<file path="config.mk">
export PLATFORM = sky130hd
export DESIGN_NAME = axis_stream_fifo
export DESIGN_NICKNAME = d
export VERILOG_FILES = /design/src/rtl/axis_stream_fifo.sv
export SDC_FILE = /design/constraint.sdc
export NUM_CORES = 1
export LEC_CHECK = 0
export BUFFER_PORTS_ARGS = -buffer_cell sky130_fd_sc_hd__buf_4
export CORE_ASPECT_RATIO = 2
export CORE_UTILIZATION = 40
export CTS_CLUSTER_SIZE = 10
export DETAILED_ROUTE_END_ITERATION = 16
export PLACE_DENSITY = 0.67
export SLEW_MARGIN = 20
export SYNTH_ARGS = -nofsm -noshare
export SYNTH_HDL_FRONTEND = slang
export SYNTH_SLANG_ARGS = --single-unit
</file>
<file path="constraint.sdc">
create_clock -name clk -period 7.2 [get_ports clk]
set_input_delay 1.44 -clock clk [delete_from_list [all_inputs] [get_ports clk]]
set_output_delay 1.44 -clock clk [all_outputs]
set_load 0.05 [all_outputs]
</file>
<file path="src/rtl/axis_stream_fifo.sv">
// axis_stream_fifo: FWFT AXI4-Stream buffer with sideband storage, null-beat drop, ready-timeout monitor and status
module axis_stream_fifo #(
  parameter int DATA_WIDTH    = 8,
  parameter int ID_WIDTH      = 8,
  parameter int DEST_WIDTH    = 4,
  parameter int DEPTH         = 16,
  parameter int DROP_NULL     = 0,
  parameter int READY_TIMEOUT = 16
) (
  input  logic                      clk,
  input  logic                      rst,
  input  logic [DATA_WIDTH-1:0]     s_axis_tdata,
  input  logic                      s_axis_tvalid,
  output logic                      s_axis_tready,
  input  logic [ID_WIDTH-1:0]       s_tid,
  input  logic [DEST_WIDTH-1:0]     s_tdest,
  input  logic [DATA_WIDTH/8-1:0]   s_tstrb,
  input  logic [DATA_WIDTH/8-1:0]   s_tkeep,
  input  logic                      s_tlast,
  output logic [DATA_WIDTH-1:0]     m_axis_tdata,
  output logic                      m_axis_tvalid,
  input  logic                      m_axis_tready,
  output logic [ID_WIDTH-1:0]       m_tid,
  output logic [DEST_WIDTH-1:0]     m_tdest,
  output logic [DATA_WIDTH/8-1:0]   m_tstrb,
  output logic [DATA_WIDTH/8-1:0]   m_tkeep,
  output logic                      m_tlast,
  output logic [$clog2(DEPTH):0]    fill_level,
  output logic [15:0]               pkt_count,
  output logic                      timeout_err
);
  localparam int AW = $clog2(DEPTH);
  localparam int KW = DATA_WIDTH / 8;
  localparam int EW = DATA_WIDTH + ID_WIDTH + DEST_WIDTH + 2 * KW + 1;
  localparam int CW = $clog2(READY_TIMEOUT + 1);
  logic [EW-1:0] r_mem [DEPTH];
  logic [AW-1:0] r_wptr;
  logic [AW-1:0] r_rptr;
  logic [AW:0]   r_fill;
  logic          r_live;
  logic [CW-1:0] r_wait;
  logic [15:0]   r_pkt;
  logic          r_err;
  logic          w_push;
  logic          w_pop;
  logic          w_null;
  logic          w_wr;
  logic          w_stall;
  logic [EW-1:0] w_head;
  // r_live holds tready low until the first edge after reset release
  assign s_axis_tready = r_live && (r_fill != (AW+1)'(DEPTH));
  assign m_axis_tvalid = (r_fill != '0);
  assign w_push  = s_axis_tvalid & s_axis_tready;
  assign w_pop   = m_axis_tvalid & m_axis_tready;
  assign w_null  = (DROP_NULL != 0) && (s_tkeep == '0) && !s_tlast;
  assign w_wr    = w_push & ~w_null;
  assign w_stall = m_axis_tvalid & ~m_axis_tready;
  assign w_head  = r_mem[r_rptr];
  assign {m_axis_tdata, m_tid, m_tdest, m_tstrb, m_tkeep, m_tlast} = w_head;
  assign fill_level  = r_fill;
  assign pkt_count   = r_pkt;
  assign timeout_err = r_err;
  always_ff @(posedge clk) begin
    if (w_wr) r_mem[r_wptr] <= {s_axis_tdata, s_tid, s_tdest, s_tstrb, s_tkeep, s_tlast};
  end
  always_ff @(posedge clk or posedge rst) begin
    if (rst) begin
      r_wptr <= '0;
      r_rptr <= '0;
      r_fill <= '0;
      r_live <= 1'b0;
      r_wait <= '0;
      r_pkt  <= '0;
      r_err  <= 1'b0;
    end else begin
      r_live <= 1'b1;
      if (w_wr) r_wptr <= r_wptr + AW'(1);
      if (w_pop) r_rptr <= r_rptr + AW'(1);
      r_fill <= r_fill + (AW+1)'(w_wr) - (AW+1)'(w_pop);
      if (w_pop && m_tlast) r_pkt <= r_pkt + 16'd1;
      // wait counter saturates at the limit; err latches on the cycle it gets there
      r_wait <= w_stall ? ((r_wait == CW'(READY_TIMEOUT)) ? r_wait : r_wait + CW'(1)) : '0;
      if (w_stall && (r_wait >= CW'(READY_TIMEOUT - 1))) r_err <= 1'b1;
    end
  end
endmodule

</file>
### Word level (Yosys, flattened, before mapping)

Memory sizes are Yosys's and may differ from the RTL's.
Cells that the tools add are included.

| storage, ports and cells | value |
|---|---|
| flip-flop bits (word level) | 36 |
| bits in latches | 0 |
| RAM bits | 368 |
| memory bits (read-only) | 0 |
| logic and storage cells | 30 |
| memories kept | 1 |

Memories:

| memory | depth | width | rd ports | clocked after Yosys merged registers in | wr ports | line | RTL |
|---|---|---|---|---|---|---|---|
| r_mem | 16 | 23 | 1 | 0 | 1 | 36 | `logic [EW-1:0] r_mem [DEPTH];` |

| cells by class | value |
|---|---|
| add/subtract/negate cells | 6 |
| multiply operators | 0 |
| div/mod/pow operators | 0 |
| $lt $le $gt $ge | 1 |
| equality and inequality tests | 3 |
| shifts and indexed selects | 0 |
| muxes and demuxes | 4 |
| bitwise gates (word level) | 4 |
| reduce and logical (&&, ||, !) cells | 4 |

Operators by type and width:

| cell | count |
|---|---|
| $add 16x1->16 const B | 1 |
| $mux 5 | 2 |
| $add 4x1->4 const B | 2 |
| $add 5x1->5 | 1 |
| $add 5x1->5 const B | 1 |
| $eq 5x5->1 const B | 1 |
| $ge 5x4->1 const B | 1 |
| $ne 5x5->1 const B | 1 |
| $reduce_bool 5->1 | 1 |
| $sub 5x1->5 | 1 |
| $and 1x1->1 | 3 |
| $logic_and 1x1->1 | 3 |
| $mux 1 | 2 |
| $ne 2x2->1 const B | 1 |
| $not 1->1 | 1 |

### Longest topological paths before layout

| depth | value |
|---|---|
| depth in word-level cells | 5 |
| gate-level depth with buffers | 15 |
| mapped depth without buffers | 15 |

### Worst setup path before layout

No wires, ideal clock.

| timing | value |
|---|---|
| kind | register to register |
| start | register r_fill[2] (netlist: fill_level[2]) |
| end | memory r_mem[3][0] (netlist name), enable pin |
| arrival time | 4.184 ns |
| required time | 6.768 ns |
| slack | 2.584 ns |
| stages on the path, launching flop included | 8 |
| path buffers | 1 |
| cells stage by stage | dfrtp_1 inv_1 ha_1 a31oi_1 and2_1 clkbuf_1 nand2_1 nor3_1 |

| on the way | value |
|---|---|
| longest elaborated chain between the ends | 5 |

RTL lines:

| element | line | RTL |
|---|---|---|
| start, declared | 39 | `logic [AW:0] r_fill;` |
| start signal, assigned | 79 | `r_fill <= r_fill + (AW+1)'(w_wr) - (AW+1)'(w_pop);` |
| $ne 5x5->1 | 51 | `assign s_axis_tready = r_live && (r_fill != (AW+1)'(DEPTH));` |
| $logic_and 1x1->1 | 51 |  |
| named net s_axis_tready | 14 | `output logic s_axis_tready,` |
| $and 1x1->1 | 53 | `assign w_push = s_axis_tvalid & s_axis_tready;` |
| $mux 1 | 64 | `if (w_wr) r_mem[r_wptr] <= {s_axis_tdata, s_tid, s_tdest, s_tstrb, s_tkeep, s_tlast};` |
| $mux 1 (implied by the code) | 64 |  |
| end, declared | 36 |  |

The timed path passes the listed nets, and every way through them passes these cells.

### Final worst setup path

| timing | value |
|---|---|
| start | register r_rptr[0] |
| end | output port m_tdest[2] |

| on the way | value |
|---|---|
| longest elaborated chain between the ends | 1 |

RTL lines:

| element | line | RTL |
|---|---|---|
| start, declared | 38 | `logic [AW-1:0] r_rptr;` |
| start signal, assigned | 78 | `if (w_pop) r_rptr <= r_rptr + AW'(1);` |
| $mem_v2 16x23 | n/a |  |
| end, declared | 24 | `output logic [DEST_WIDTH-1:0] m_tdest,` |

No other way between the ends.

==> summary.md <==
| Metric | Value |
|---|---|
| Horizontal die dimension | 143 um |
| Post-cts resize count | 0 |
| Max-cap violations | 0 |
| Height of the chip | around 280 um |
| WL final | roughly 33 mm |
| Hold Fails Final Rpt | 0 |
| Count of state elements after synthesis | 404 |
| Fraction of the cycle the final worst path needs | 67.1% |
| Final total negative setup slack | 0 ns |
| Critical path class | flip-flop to output port |
| Number of buffers inserted by port buffering | 73 |
| Diodes inserted | 0 |
| Cell total after placement | 1314 |
| Largest net degree at the start of global routing | 56 |
| Pwr/cell area | 402 nW/um2 |
| Hold Path Class | flip-flop to flip-flop |
| Netlist area before placement | approximately 16000 um2 |
| DRC violations left | 0 |
| Proportion of layout cells with a drive suffix above 1 | 34.0% |
| Total net switching power | between 2 and 2.5 mW |
| Biggest area consumer among synthesized cells | sky130_fd_sc_hd__edfxtp_1 |
| Antenna violations before repair | 0 |
| CTS Root Buffer Type | sky130_fd_sc_hd__clkbuf_16 |
| Net count of the finished layout | 879 |
| Weighted congestion reported at the end of routability-driven placement | 0.726 |
| Rows | 103 |
| Share of the yosys chip area belonging to registers | 75.1% |
| Leakage | 6.11 nW |
| Worst voltage drop across the vdd grid | 0.193 mV |
| Maximum single-stage delay on the critical path | 1.02 ns |
| Flop pwr share | about two fifths |
| Congestion Overflow GR | 0 |
| Number of buffers inserted by post-CTS setup repair | 0 |
| Critical path, cell by cell | buf_12 > mux4_2 > mux4_2 > buf_4 |
| Number of ports placed on the die boundary | 74 |
| Final ANT Viol Nets | 0 |
| Switching fraction of total power | about a third |
| Deepest clock path buffer count | 3 |
| Mean cell area of the mapped netlist | 21.9 um2 |
| Clock tree from TritonCTS | yes |
| Count of final setup violators | 0 |
| Setup repair after global routing missed its margin | no |
| Cell area after layout | 18400 um2 |
| Initial core utilization | 40.5% |
| Synthesized net count | about 770 |
| Standard cell area after detailed placement | 17100 um2 |
| Crit path top cell by count | sky130_fd_sc_hd__mux4_2 |
| Achievable frequency | 207 MHz |
| Global-route wire length before repair | approximately 50 mm |
| Yosys cell types | a little over 40 |
| Tot GR Track Use | 17.0% |
| Routed length per placed instance | 23.8 um |
| Remaining max-slew budget at the tightest pin | 36.8% |
| Cell count after synthesis | 725 |
| Clock sink total | 404 |
| Combinational share of power | 32.6% |
| Max stage delay cell, worst path | sky130_fd_sc_hd__dfrtp_4 |
| Vias in the first global route | 7898 |
| Critical Path AT | 3.39 ns |
| Full die area | 40600 um2 |
| Skew final | 0.0238 ns |
| P_int | 4.93 mW |
| Via-per-instance ratio | about 5.4 |
| Number of warnings reported in the yosys synthesis log | 0 |
| Starting DRT DRC Count | 548 |
| Deepest level of the CTS H-tree | 2 |
| Type of destination of the critical path | output port |
| Post-CTS Hold Fix Bufs | 0 |
| Cells taking the most area after synthesis | sky130_fd_sc_hd__edfxtp_1 (69%), sky130_fd_sc_hd__mux4_2 (16%), sky130_fd_sc_hd__dfrtp_1 (5.7%) |
| Count of non-filler cells in the finished layout | 1382 |
| Detailed-routing iteration count for the pre-antenna-repair pass | 5 |
| Clock transition at path regs | 0.06 ns |
| Number of enable flip-flop cells after synthesis | 368 |
| Measured slew at the worst slew-check pin | roughly 0.95 ns |
| CP required | 5.76 ns |
| Number of buffers inserted during clock tree synthesis | 46 |
| Synthesis-to-finish area growth | 15.7% |
| Final Max Slew Viols | 0 |
| Maximum net fanout on the critical path | around 50 |
| Filler cell count in the final layout | 3236 |
| CP startpoint kind | flip-flop |
| Top-area cell type share of the netlist area | 69.5% |
| Min cycle time layout | about 4.8 ns |
| Floorplan Core Area | between 30000 and 40000 um2 |
| Clock power share | between 20% and 30% |
| Fraction of registers with async set or reset after synthesis | 8.91% |
| Post-DP HPWL | around 18 mm |
| Status | finished, final reports clean |
| Vias | 7417 |
| Leading register cell type out of synthesis | sky130_fd_sc_hd__edfxtp_1 |
| Clock latency reported for the late side of the worst-skew pair | 0.56 ns |
-- path summary, 6_finish.rpt --
kind                               startpoint       endpoint  slack [ns]  cells past startpoint
min in group asynchronous                 rst  fill_level[2]        0.99                      3
max in group asynchronous                 rst      r_rptr[0]        5.83                      3
worst min-delay path            pkt_count[15]  pkt_count[15]        0.47                      1
worst max-delay path                r_rptr[0]     m_tdest[2]        2.37                      4
worst min register to register  pkt_count[15]  pkt_count[15]        0.47                      1
worst max register to register  fill_level[2]  fill_level[4]        4.12                     15
-- sequential cells by signal, indices dropped and copies added, names as in the netlist --
register and flops:
fill_level 5, pkt_count 16, r_live 1, r_mem 368
r_rptr 4, r_wait 5, r_wptr 4, timeout_err 1
-- worst max-delay path: cells and delay by family, from the launching register on --
kind | cells | cell delay, ns
multiplexers | 2 | 1.09
flip-flops | 1 | 1.02
buffers and inverters | 2 | 0.67
-- final cells by class --
cell class / instances / area, um2 / area share (%)
sequential: 404 / 12000 / 65.0
multi-input combinational: 265 / 3700 / 20.1
clock buffer: 64 / 1230 / 6.67
timing repair buffer: 97 / 741 / 4.02
tap: 525 / 657 / 3.57
inverter: 23 / 86.3 / 0.469
clock inverter: 4 / 38.8 / 0.211
-- power groups by stage --
| stage | Combinational, mW | Sequential, mW | Clock [mW] |
|---|---|---|---|
| floorplan | 1.90 | 2.95 | 0 |
| global placement | 2.44 | 3.01 | 0 |
| detailed placement | 2.46 | 3.02 | 0 |
| CTS | 2.47 | 2.97 | 2.07 |
| global route | 2.56 | 3.00 | 2.16 |
| finish | 2.41 | 2.96 | 2.03 |
-- cell usage in the layout, fill, tap and decap left out, types with 6 or more instances in the layout --
cell and count:
sky130_fd_sc_hd__mux2i_1 6, sky130_fd_sc_hd__clkbuf_1 17, sky130_fd_sc_hd__xnor2_1 14, sky130_fd_sc_hd__clkbuf_16 46, sky130_fd_sc_hd__ha_1 14, sky130_fd_sc_hd__nor2_1 10, sky130_fd_sc_hd__dfrtp_1 33, sky130_fd_sc_hd__inv_1 22
sky130_fd_sc_hd__a21oi_1 9, sky130_fd_sc_hd__nand2_1 21, sky130_fd_sc_hd__mux4_2 110, sky130_fd_sc_hd__nand4_1 7, sky130_fd_sc_hd__buf_4 96, sky130_fd_sc_hd__nor2_2 12, sky130_fd_sc_hd__edfxtp_1 368, sky130_fd_sc_hd__xor2_1 14
-- Yosys cell counts, types with 3 or more instances --
| library cell | count |
|---|---|
| sky130_fd_sc_hd__edfxtp_1 | 368 |
| sky130_fd_sc_hd__mux4_2 | 110 |
| sky130_fd_sc_hd__dfrtp_1 | 36 |
| sky130_fd_sc_hd__inv_1 | 22 |
| sky130_fd_sc_hd__nor2_1 | 22 |
| sky130_fd_sc_hd__nand2_1 | 21 |
| sky130_fd_sc_hd__ha_1 | 14 |
| sky130_fd_sc_hd__xnor2_1 | 14 |
| sky130_fd_sc_hd__xor2_1 | 14 |
| sky130_fd_sc_hd__buf_6 | 11 |
| sky130_fd_sc_hd__buf_1 | 10 |
| sky130_fd_sc_hd__a21oi_1 | 9 |
| sky130_fd_sc_hd__nor3_1 | 9 |
| sky130_fd_sc_hd__nand4_1 | 7 |
| sky130_fd_sc_hd__mux2i_1 | 6 |
| sky130_fd_sc_hd__a2111oi_2 | 5 |
| sky130_fd_sc_hd__buf_2 | 5 |
| sky130_fd_sc_hd__clkbuf_1 | 5 |
| sky130_fd_sc_hd__nand3_1 | 5 |
| sky130_fd_sc_hd__nand2b_1 | 4 |
| sky130_fd_sc_hd__a211oi_2 | 3 |
| sky130_fd_sc_hd__mux2_1 | 3 |
-- cell families after synthesis --
logic type	after synthesis	synth area share [%]
other	1	0.0236
DFF	404	75.1
and+or+nand+nor	74	2.23
AOI/OAI and AO/OA	27	1.64
muxes	120	16.3
buffers and inverters	56	1.93
adders and majority gates	15	1.23
xor gates and xnor gates	28	1.54
-- per-layer routing --
| layer | share of wire, % | global-route usage [%] |
|---|---|---|
| met1 | 38 | 20.2 |
| met2 | 53 | 29.6 |
| met3 | 4.9 | 2.65 |
| met4 | 4.3 | 8.47 |
| met5 | 0 | 0 |
-- stage by stage --
stage	utilization (%)	hold slack, ns	power (mW)	worst slack [ns]
after floorplan	-	0.526	4.85	2.58
final	46.8	0.475	7.41	2.37
after detailed placement	43.6	0.470	5.48	2.84
after CTS	46.8	0.478	7.51	2.23
after global placement	43.6	0.459	5.45	2.84
after global routing	46.8	0.495	7.71	2.14
No activity file was read; power rests on OpenSTA's default activity.
